## config.mk

```make
export PLATFORM = sky130hd
export DESIGN_NAME = bist_controller_ms
export DESIGN_NICKNAME = d
export VERILOG_FILES = /design/src/rtl/bist_pkg.sv /design/src/rtl/bist_sig_cmp.sv /design/src/rtl/bist_controller_ms.sv
export SDC_FILE = /design/constraint.sdc
export NUM_CORES = 1
export LEC_CHECK = 0
export BUFFER_PORTS_ARGS = -buffer_cell sky130_fd_sc_hd__buf_2
export CORE_MARGIN = 5
export CORE_UTILIZATION = 35
export DETAILED_ROUTE_END_ITERATION = 12
export GPL_TIMING_DRIVEN = 1
export SLEW_MARGIN = 20
export SYNTH_ARGS = -nofsm -noshare
export SYNTH_HDL_FRONTEND = slang
export SYNTH_SLANG_ARGS = --single-unit
```

## constraint.sdc

```tcl
create_clock -name clk -period 2.01 [get_ports clk]
set_clock_uncertainty 0.05 [all_clocks]
set_input_delay 0.603 -clock clk [delete_from_list [all_inputs] [get_ports clk]]
set_output_delay 0.603 -clock clk [all_outputs]
set_load 0.02 [all_outputs]
```

## src/rtl/bist_pkg.sv

```systemverilog
// Shared types and helpers for the multi-session BIST sequencer.
package bist_pkg;

  localparam int DEF_NCLOCK_W = 10;
  localparam int DEF_SIG_W    = 16;

  typedef enum logic [2:0] {
    ST_IDLE   = 3'd0,
    ST_START  = 3'd1,
    ST_INIT   = 3'd2,
    ST_RUN    = 3'd3,
    ST_CMP    = 3'd4,
    ST_FINISH = 3'd5
  } bist_state_e;

  // LSB position of session k's golden signature in the flattened bus.
  function automatic int unsigned golden_lsb(input int unsigned k, input int unsigned w);
    return k * w;
  endfunction

endpackage

```

## src/rtl/bist_sig_cmp.sv

```systemverilog
// Per-session golden select, signature compare and sticky fail mask.
module bist_sig_cmp
  import bist_pkg::*;
#(
  parameter int NSESS  = 2,
  parameter int SIG_W  = DEF_SIG_W,
  parameter int SESS_W = 1
) (
  input  logic                   clk,
  input  logic                   reset,
  input  logic                   clear,
  input  logic                   cmp_en,
  input  logic [SESS_W-1:0]      sess_idx,
  input  logic [SIG_W-1:0]       sig_in,
  input  logic [NSESS*SIG_W-1:0] golden_sig,
  output logic [NSESS-1:0]       fail_mask
);

  logic [SIG_W-1:0] gold_arr [NSESS];
  logic [NSESS-1:0] mask_q, mask_d;

  for (genvar k = 0; k < NSESS; k++) begin : g_slice
    assign gold_arr[k] = golden_sig[golden_lsb(k, SIG_W) +: SIG_W];
  end

  always_comb begin
    mask_d = mask_q;
    if (cmp_en) mask_d[sess_idx] = (gold_arr[sess_idx] != sig_in);
  end

  always_ff @(posedge clk) begin
    if (reset || clear) mask_q <= '0;
    else                mask_q <= mask_d;
  end

  assign fail_mask = mask_q;

endmodule

```

## src/rtl/bist_controller_ms.sv

```systemverilog
// Multi-session BIST sequencer: NSESS x (init, ncyc running cycles, compare).
// start is a rising-edge request taken only in IDLE; finish is a one-cycle completion pulse.
module bist_controller_ms
  import bist_pkg::*;
#(
  parameter int NCLOCK_W = DEF_NCLOCK_W,
  parameter int NSESS    = 2,
  parameter int SIG_W    = DEF_SIG_W,
  parameter int SESS_W   = (NSESS > 1) ? $clog2(NSESS) : 1
) (
  input  logic                   clk,
  input  logic                   reset,
  input  logic                   start,
  input  logic                   abort,
  input  logic [NCLOCK_W-1:0]    cfg_ncycles,
  input  logic [SIG_W-1:0]       sig_in,
  input  logic [NSESS*SIG_W-1:0] golden_sig,
  output logic [SESS_W-1:0]      sess_idx,
  output logic                   init,
  output logic                   running,
  output logic                   toggle,
  output logic                   finish,
  output logic                   busy,
  output logic                   bist_end,
  output logic                   pass_fail,
  output logic [NSESS-1:0]       fail_mask,
  output logic                   aborted,
  output bist_state_e            dbg_state
);

  localparam logic [SESS_W-1:0] LAST_SESS = SESS_W'(NSESS - 1);

  bist_state_e         state_q, state_d;
  logic [NCLOCK_W-1:0] cnt_q, cnt_d;
  logic [NCLOCK_W-1:0] ncyc_q, ncyc_d;
  logic [SESS_W-1:0]   sess_q, sess_d;
  logic                start_d_q;
  logic                bist_end_q, bist_end_d;
  logic                aborted_q, aborted_d;
  logic                accept;

  assign accept = (state_q == ST_IDLE) && start && !start_d_q && !abort;

  always_comb begin
    state_d    = state_q;
    cnt_d      = cnt_q;
    ncyc_d     = ncyc_q;
    sess_d     = sess_q;
    bist_end_d = bist_end_q;
    aborted_d  = aborted_q;
    case (state_q)
      ST_IDLE: if (accept) begin
        state_d    = ST_START;
        ncyc_d     = (cfg_ncycles == '0) ? NCLOCK_W'(1) : cfg_ncycles;
        sess_d     = '0;
        bist_end_d = 1'b0;
        aborted_d  = 1'b0;
      end
      ST_START: state_d = ST_INIT;
      ST_INIT: begin
        state_d = ST_RUN;
        cnt_d   = '0;
      end
      ST_RUN: begin
        cnt_d = cnt_q + 1'b1;
        if (cnt_q == ncyc_q - 1'b1) state_d = ST_CMP;
      end
      ST_CMP: begin
        if (sess_q == LAST_SESS) begin
          state_d = ST_FINISH;
        end else begin
          sess_d  = sess_q + 1'b1;
          state_d = ST_INIT;
        end
      end
      ST_FINISH: begin
        state_d    = ST_IDLE;
        bist_end_d = 1'b1;
      end
      default: state_d = ST_IDLE;
    endcase
    // Abort cuts straight to FINISH; the session index stays on the aborted session.
    if (abort && (state_q inside {ST_START, ST_INIT, ST_RUN, ST_CMP})) begin
      state_d   = ST_FINISH;
      sess_d    = sess_q;
      aborted_d = 1'b1;
    end
  end

  always_ff @(posedge clk) begin
    if (reset) begin
      state_q    <= ST_IDLE;
      cnt_q      <= '0;
      ncyc_q     <= NCLOCK_W'(1);
      sess_q     <= '0;
      start_d_q  <= 1'b0;
      bist_end_q <= 1'b0;
      aborted_q  <= 1'b0;
    end else begin
      state_q    <= state_d;
      cnt_q      <= cnt_d;
      ncyc_q     <= ncyc_d;
      sess_q     <= sess_d;
      start_d_q  <= start;
      bist_end_q <= bist_end_d;
      aborted_q  <= aborted_d;
    end
  end

  bist_sig_cmp #(
    .NSESS (NSESS),
    .SIG_W (SIG_W),
    .SESS_W(SESS_W)
  ) u_sig_cmp (
    .clk       (clk),
    .reset     (reset),
    .clear     (accept),
    .cmp_en    (state_q == ST_CMP),
    .sess_idx  (sess_q),
    .sig_in    (sig_in),
    .golden_sig(golden_sig),
    .fail_mask (fail_mask)
  );

  assign sess_idx  = sess_q;
  assign init      = (state_q == ST_INIT);
  assign running   = (state_q == ST_RUN);
  assign toggle    = (state_q == ST_RUN) && !cnt_q[0];
  assign finish    = (state_q == ST_FINISH);
  assign busy      = (state_q != ST_IDLE);
  assign bist_end  = bist_end_q;
  assign aborted   = aborted_q;
  assign pass_fail = bist_end_q && !aborted_q && (fail_mask == '0);
  assign dbg_state = state_q;

endmodule

```

---- Yosys cells after proc, flatten, opt, wreduce, memory -nomap -nowiden ----
Index checks and enable logic that the tools add are counted.
Widths: inputs -> output; s select.
word-level totals
  register bits ........................... 29
  output and inout bits ................... 14
  word-level logic and storage cells ...... 77
operators by class
  add/sub/neg operators ................... 3
  magnitude comparators ................... 3
  eq/ne operators ......................... 11
  multiplexer cells ....................... 19
  bitwise gates (word level) .............. 2
  reductions and logical operators ........ 30
operator list
  cell                   count
  $mux 16                3
  $pmux 10 s2            1
  $ne 16x16->1           1
  $pmux 3 s5             1
  $mux 3                 4
  $add 10x1->10 const B  1
  $eq 10x10->1           1
  $logic_not 10->1       1
  $mux 10                1
  $reduce_and 2->1       5
  $reduce_bool 2->1      5
  $sub 10x1->10 const B  1
  $logic_and 1x1->1      8
  $eq 3x2->1 const B     2
  $eq 3x3->1 const B     2
  $ne 3x1->1 const B     2
  $mux 1                 5
  $logic_not 1->1        4
  $ne 2x1->1 const B     2
  $pmux 1 s2             2
  $reduce_bool 4->1      1
  $eq 3x1->1 const B     1
  $logic_not 3->1        1
  $reduce_and 3->1       1
  other kinds (12)       12

---- Longest topological paths before layout ----
  depth in word-level cells ............... 7
  gate-level depth with buffers ........... 7

---- Cells and area by module ----
From an unflattened synthesis, not the netlist that was laid out.
second synthesis, totals
  cell total of the unflattened synthesis .. 235
  area total of the unflattened synthesis .. 1984.4 µm²
modules (own cells, without submodules)
  module              instances  cells an instance  area an instance (µm²)  sequential area each (µm²)
  bist_controller_ms  1          188                1529.0                  540.5
  bist_sig_cmp        1          47                 455.4                   40.0

---- Least setup slack after synthesis ----
No wires, ideal clock.
  path type ............................... reg-to-output
  start ................................... reg state_q[1] (netlist: dbg_state[1])
  end ..................................... out toggle
  data arrival time ....................... 1364 ps
  data required time ...................... 1357 ps
  slack ................................... -7 ps
  cell stages (with the launch flop) ...... 4
  buffers on the path ..................... 0
  cell sequence ........................... dfxtp_1 -> nor2b_1 -> nand2_1 -> nor2_1
between the ends
  word-level cells in the longest chain between the ends .. 2
ends and longest elaborated chain
  item                    RTL line                   RTL
  from (decl)             bist_controller_ms.sv:33   bist_state_e state_q, state_d;
  from (signal assigned)  bist_controller_ms.sv:100  state_q <= state_d;
  $eq 3x2->1              bist_controller_ms.sv:128  assign toggle = (state_q == ST_RUN) && !cnt_q[0];
  $logic_and 1x1->1       bist_controller_ms.sv:128
  to (decl)               bist_controller_ms.sv:21   output logic toggle,
No other way between the ends.

---- Worst setup path in the final report ----
  start ................................... reg state_q[2] (netlist: dbg_state[2])
  end ..................................... out busy
between the ends
  word-level cells in the longest chain between the ends .. 1
ends and longest elaborated chain
  item               RTL line                   RTL
  $reduce_bool 3->1  bist_controller_ms.sv:130  assign busy = (state_q != ST_IDLE);
  to (decl)          bist_controller_ms.sv:23   output logic busy,
No other way between the ends.

==> flow_metrics.env <==
export IMPL_status="complete, no violations"
export IMPL_peakVddDrop_v=0.0003514
export IMPL_synth_cell_types=42
export IMPL_wl_met3_um=318
export IMPL_rsz0062_at_grt="no"
export IMPL_power_frac_clock_pct=29.9
export IMPL_powerDensity_nw_per_um2=684.9
export IMPL_setup_tns_ps=0
export IMPL_ys_ff_latch=29
export IMPL_cp_required_ps=1360
export IMPL_critPathKind="reg2out"
export IMPL_syn_nets=300
export IMPL_routed_wl_um=4912
export IMPL_dieArea_sq_um=6894
export IMPL_totalPowerFinal_uw=1752
export IMPL_ant_nets=0
export IMPL_finalCriticalPeriod_ps=1918
export IMPL_yosysWarnings=0
export IMPL_numCtsBuffers=5
export IMPL_max_freq_mhz=521.4
export IMPL_wl_met2_um=2249
export IMPL_finalHoldViolations=0
export IMPL_hold_class="reg2reg"
export IMPL_drcViolationCount=0
export IMPL_clk_pin_slew_worst_paths_ps=60
export IMPL_crit_path_end_kind="output pin"
export IMPL_place_gp_congestion=0.8056
export IMPL_core_sq_um=5140
export IMPL_nNetsFinal=389
export IMPL_drt_met1_wl_um=2295
export IMPL_worst_slew_pin_slew_ps=436.9
export IMPL_netSwitchingFraction_pct=32.01
export IMPL_postSynthAreaPerCell_sq_um=7.910
export IMPL_synth_cells=236
export IMPL_p_sw_uw=560.8
export IMPL_ctsHtreeMaxLevel=2
export IMPL_power_leakage_uw=0.001128
export IMPL_std_cell_rows=26
export IMPL_synth_edf_count=0
export IMPL_clockRootBuffer="clkbuf_8"
export IMPL_pin_count=76
export IMPL_fp_dieW_um=83.03
export IMPL_maxCapViolations=0
export IMPL_cts_tree="built"
export IMPL_worst_setup_path_start_kind="flop"
export IMPL_synth_async_sr_flop_share_pct=0
export IMPL_synth_main_ff_cell="dfxtp_1"
export IMPL_track_usage_pct=14.46
export IMPL_whs_ps=422.8
export IMPL_relSlewSlack_pct=70.87
export IMPL_synth_yosys_seq_area_share_pct=31.10
export IMPL_dr_pass1_iters=4
export IMPL_overflow=0
export IMPL_fin_crit_sh_pct=95.42
export IMPL_place_hpwl_um=3946
export IMPL_antenna_found_initial=0
export IMPL_pwr_share_seq_pct=37.9
export IMPL_worstPathArrival_ps=1260
export IMPL_slew_viol_final=0
export IMPL_antenna_cells=0
export IMPL_drive_above_1_share_pct=34.66
export IMPL_cts_sinks=29
export IMPL_clkLatencyLatePin_ps=280
export IMPL_floorplan_initialDensity_pct=36.32
export IMPL_drtIter0Drc=70
export IMPL_grt_max_degree=25
export IMPL_die_h_um=83.03
export IMPL_internal_power_uw=1191
export IMPL_wl_per_cell_um=12.40
export IMPL_path_max_fanout=13
export IMPL_synth_area_sq_um=1867
export IMPL_clock_path_buffers=2
export IMPL_grt_pass1_vias=1859
export IMPL_routed_via_density=4.813
export IMPL_grt_pass1_wl_um=8286
export IMPL_vias=1906
export IMPL_setup_violations=0
export IMPL_io_buffer_count=75
export IMPL_top_layer_used="met4"
export IMPL_area_growth_synth_to_final_pct=37.00
export IMPL_p_comb_share_pct=32.2
flip-flops by register name, summed over array words and instances (netlist names):
register and count:
aborted 1, bist_end 1, cnt_q 10, dbg_state 3, ncyc_q 10, sess_idx 1, start_d_q 1, u_sig_cmp.fail_mask 2
synthesized netlist by cell type, types with 4 or more instances:
library cell	instances	area share [%]
a31oi_1	4	1.3
mux2i_1	16	8.6
clkbuf_1	8	1.6
xor2_1	24	11
xnor2_1	9	4.2
nor2_1	28	5.6
nand3_1	6	1.6
nor2b_1	4	1.3
o21ai_0	8	2.1
a21oi_1	21	5.6
nor3_1	5	1.3
inv_1	5	1.0
nand2_1	26	5.2
dfxtp_1	29	31
nand4_1	6	2.0
cells in the final DEF, fill, tap and decap left out, types with 2 or more instances in the layout:
cell	count
a21oi_1	21
a31oi_1	4
and3_1	3
and4_1	2
buf_2	75
buf_4	15
clkbuf_8	7
dfxtp_1	27
dfxtp_2	2
ha_1	2
inv_1	5
mux2i_1	16
nand2_1	25
nand2b_1	2
nand3_1	6
nand4_1	6
nor2_1	26
nor2_2	3
nor2b_1	3
nor3_1	5
nor4_1	2
nor4b_1	2
o21ai_0	8
or3_1	2
xnor2_1	9
xor2_1	24
path summary, 6_finish.rpt:
path / startpoint / to / slack (ps) / cells past startpoint
worst max register to register: ncyc_q[5]$_SDFFE_PP0P_ / dbg_state[1]$_SDFFE_PP0P_ / 110 / 5
worst min register to register: ncyc_q[9]$_SDFFE_PP0P_ / ncyc_q[9]$_SDFFE_PP0P_ / 420 / 2
worst min-delay path: ncyc_q[9]$_SDFFE_PP0P_ / ncyc_q[9]$_SDFFE_PP0P_ / 420 / 2
worst max-delay path: dbg_state[2]$_SDFFE_PP0P_ / busy / 90 / 2
metal layers:
layer,track usage (%),up-vias
met5,0,-
met4,6.092,0
met3,4.257,4
met2,22.74,57
met1,18.36,842
li1,-,1003
final cells by class:
cell class	instances	area, sq um
Multi-Input combinational cell	193	1259
Sequential cell	29	583.1
Clock inverter	1	5.005
Inverter	5	18.77
Timing Repair Buffer	91	508.0
Fill cell	543	2582
Tap cell	70	87.58
Clock buffer	7	96.34
power by group through the flow:
stage / Sequential [uW] / Clock (uW) / Combinational, uW
after floorplan: 682 / 0 / 320
after global placement: 670 / 0 / 536
after detailed placement: 670 / 0 / 540
after CTS: 659 / 542 / 551
after global routing: 669 / 569 / 626
final: 663 / 524 / 565
stage by stage:
stage               area [sq um]  worst slack (ps)  util (%)  cells
floorplan                   1869             81.05         -    236
global placement            2422             45.74     47.13    387
detailed placement          2422             1.750     47.13    387
CTS                         2530             21.78     49.22    395
global route                2557             27.44     49.76    396
finish                      2557             92.15     49.76    396
kinds of logic (layout without fill, tap and decap cells):
family          after synthesis  after routing  share of synthesized area (%)
compound gates               43             43                          13.54
xor+xnor                     33             33                          15.48
fa+ha+maj                     2              2                          1.340
buf+inv                      14            104                          2.882
flops                        29             29                          31.10
mux                          16             16                          8.579
simple gates                 99             99                          27.08
critical path, cell delays in order, from the launching register on:
cell and delay, ps:
dfxtp_2 390, or3_4 420, buf_2 180
what timing repair did:
item,4_1_cts,5_1_grt
resized for setup,2,7
cloned,0,0
hold buffers,0,0
buffers inserted,0,1
endpoints found under the setup margin,3,6
pin swaps,0,1
(Power assumes the default switching activity.)
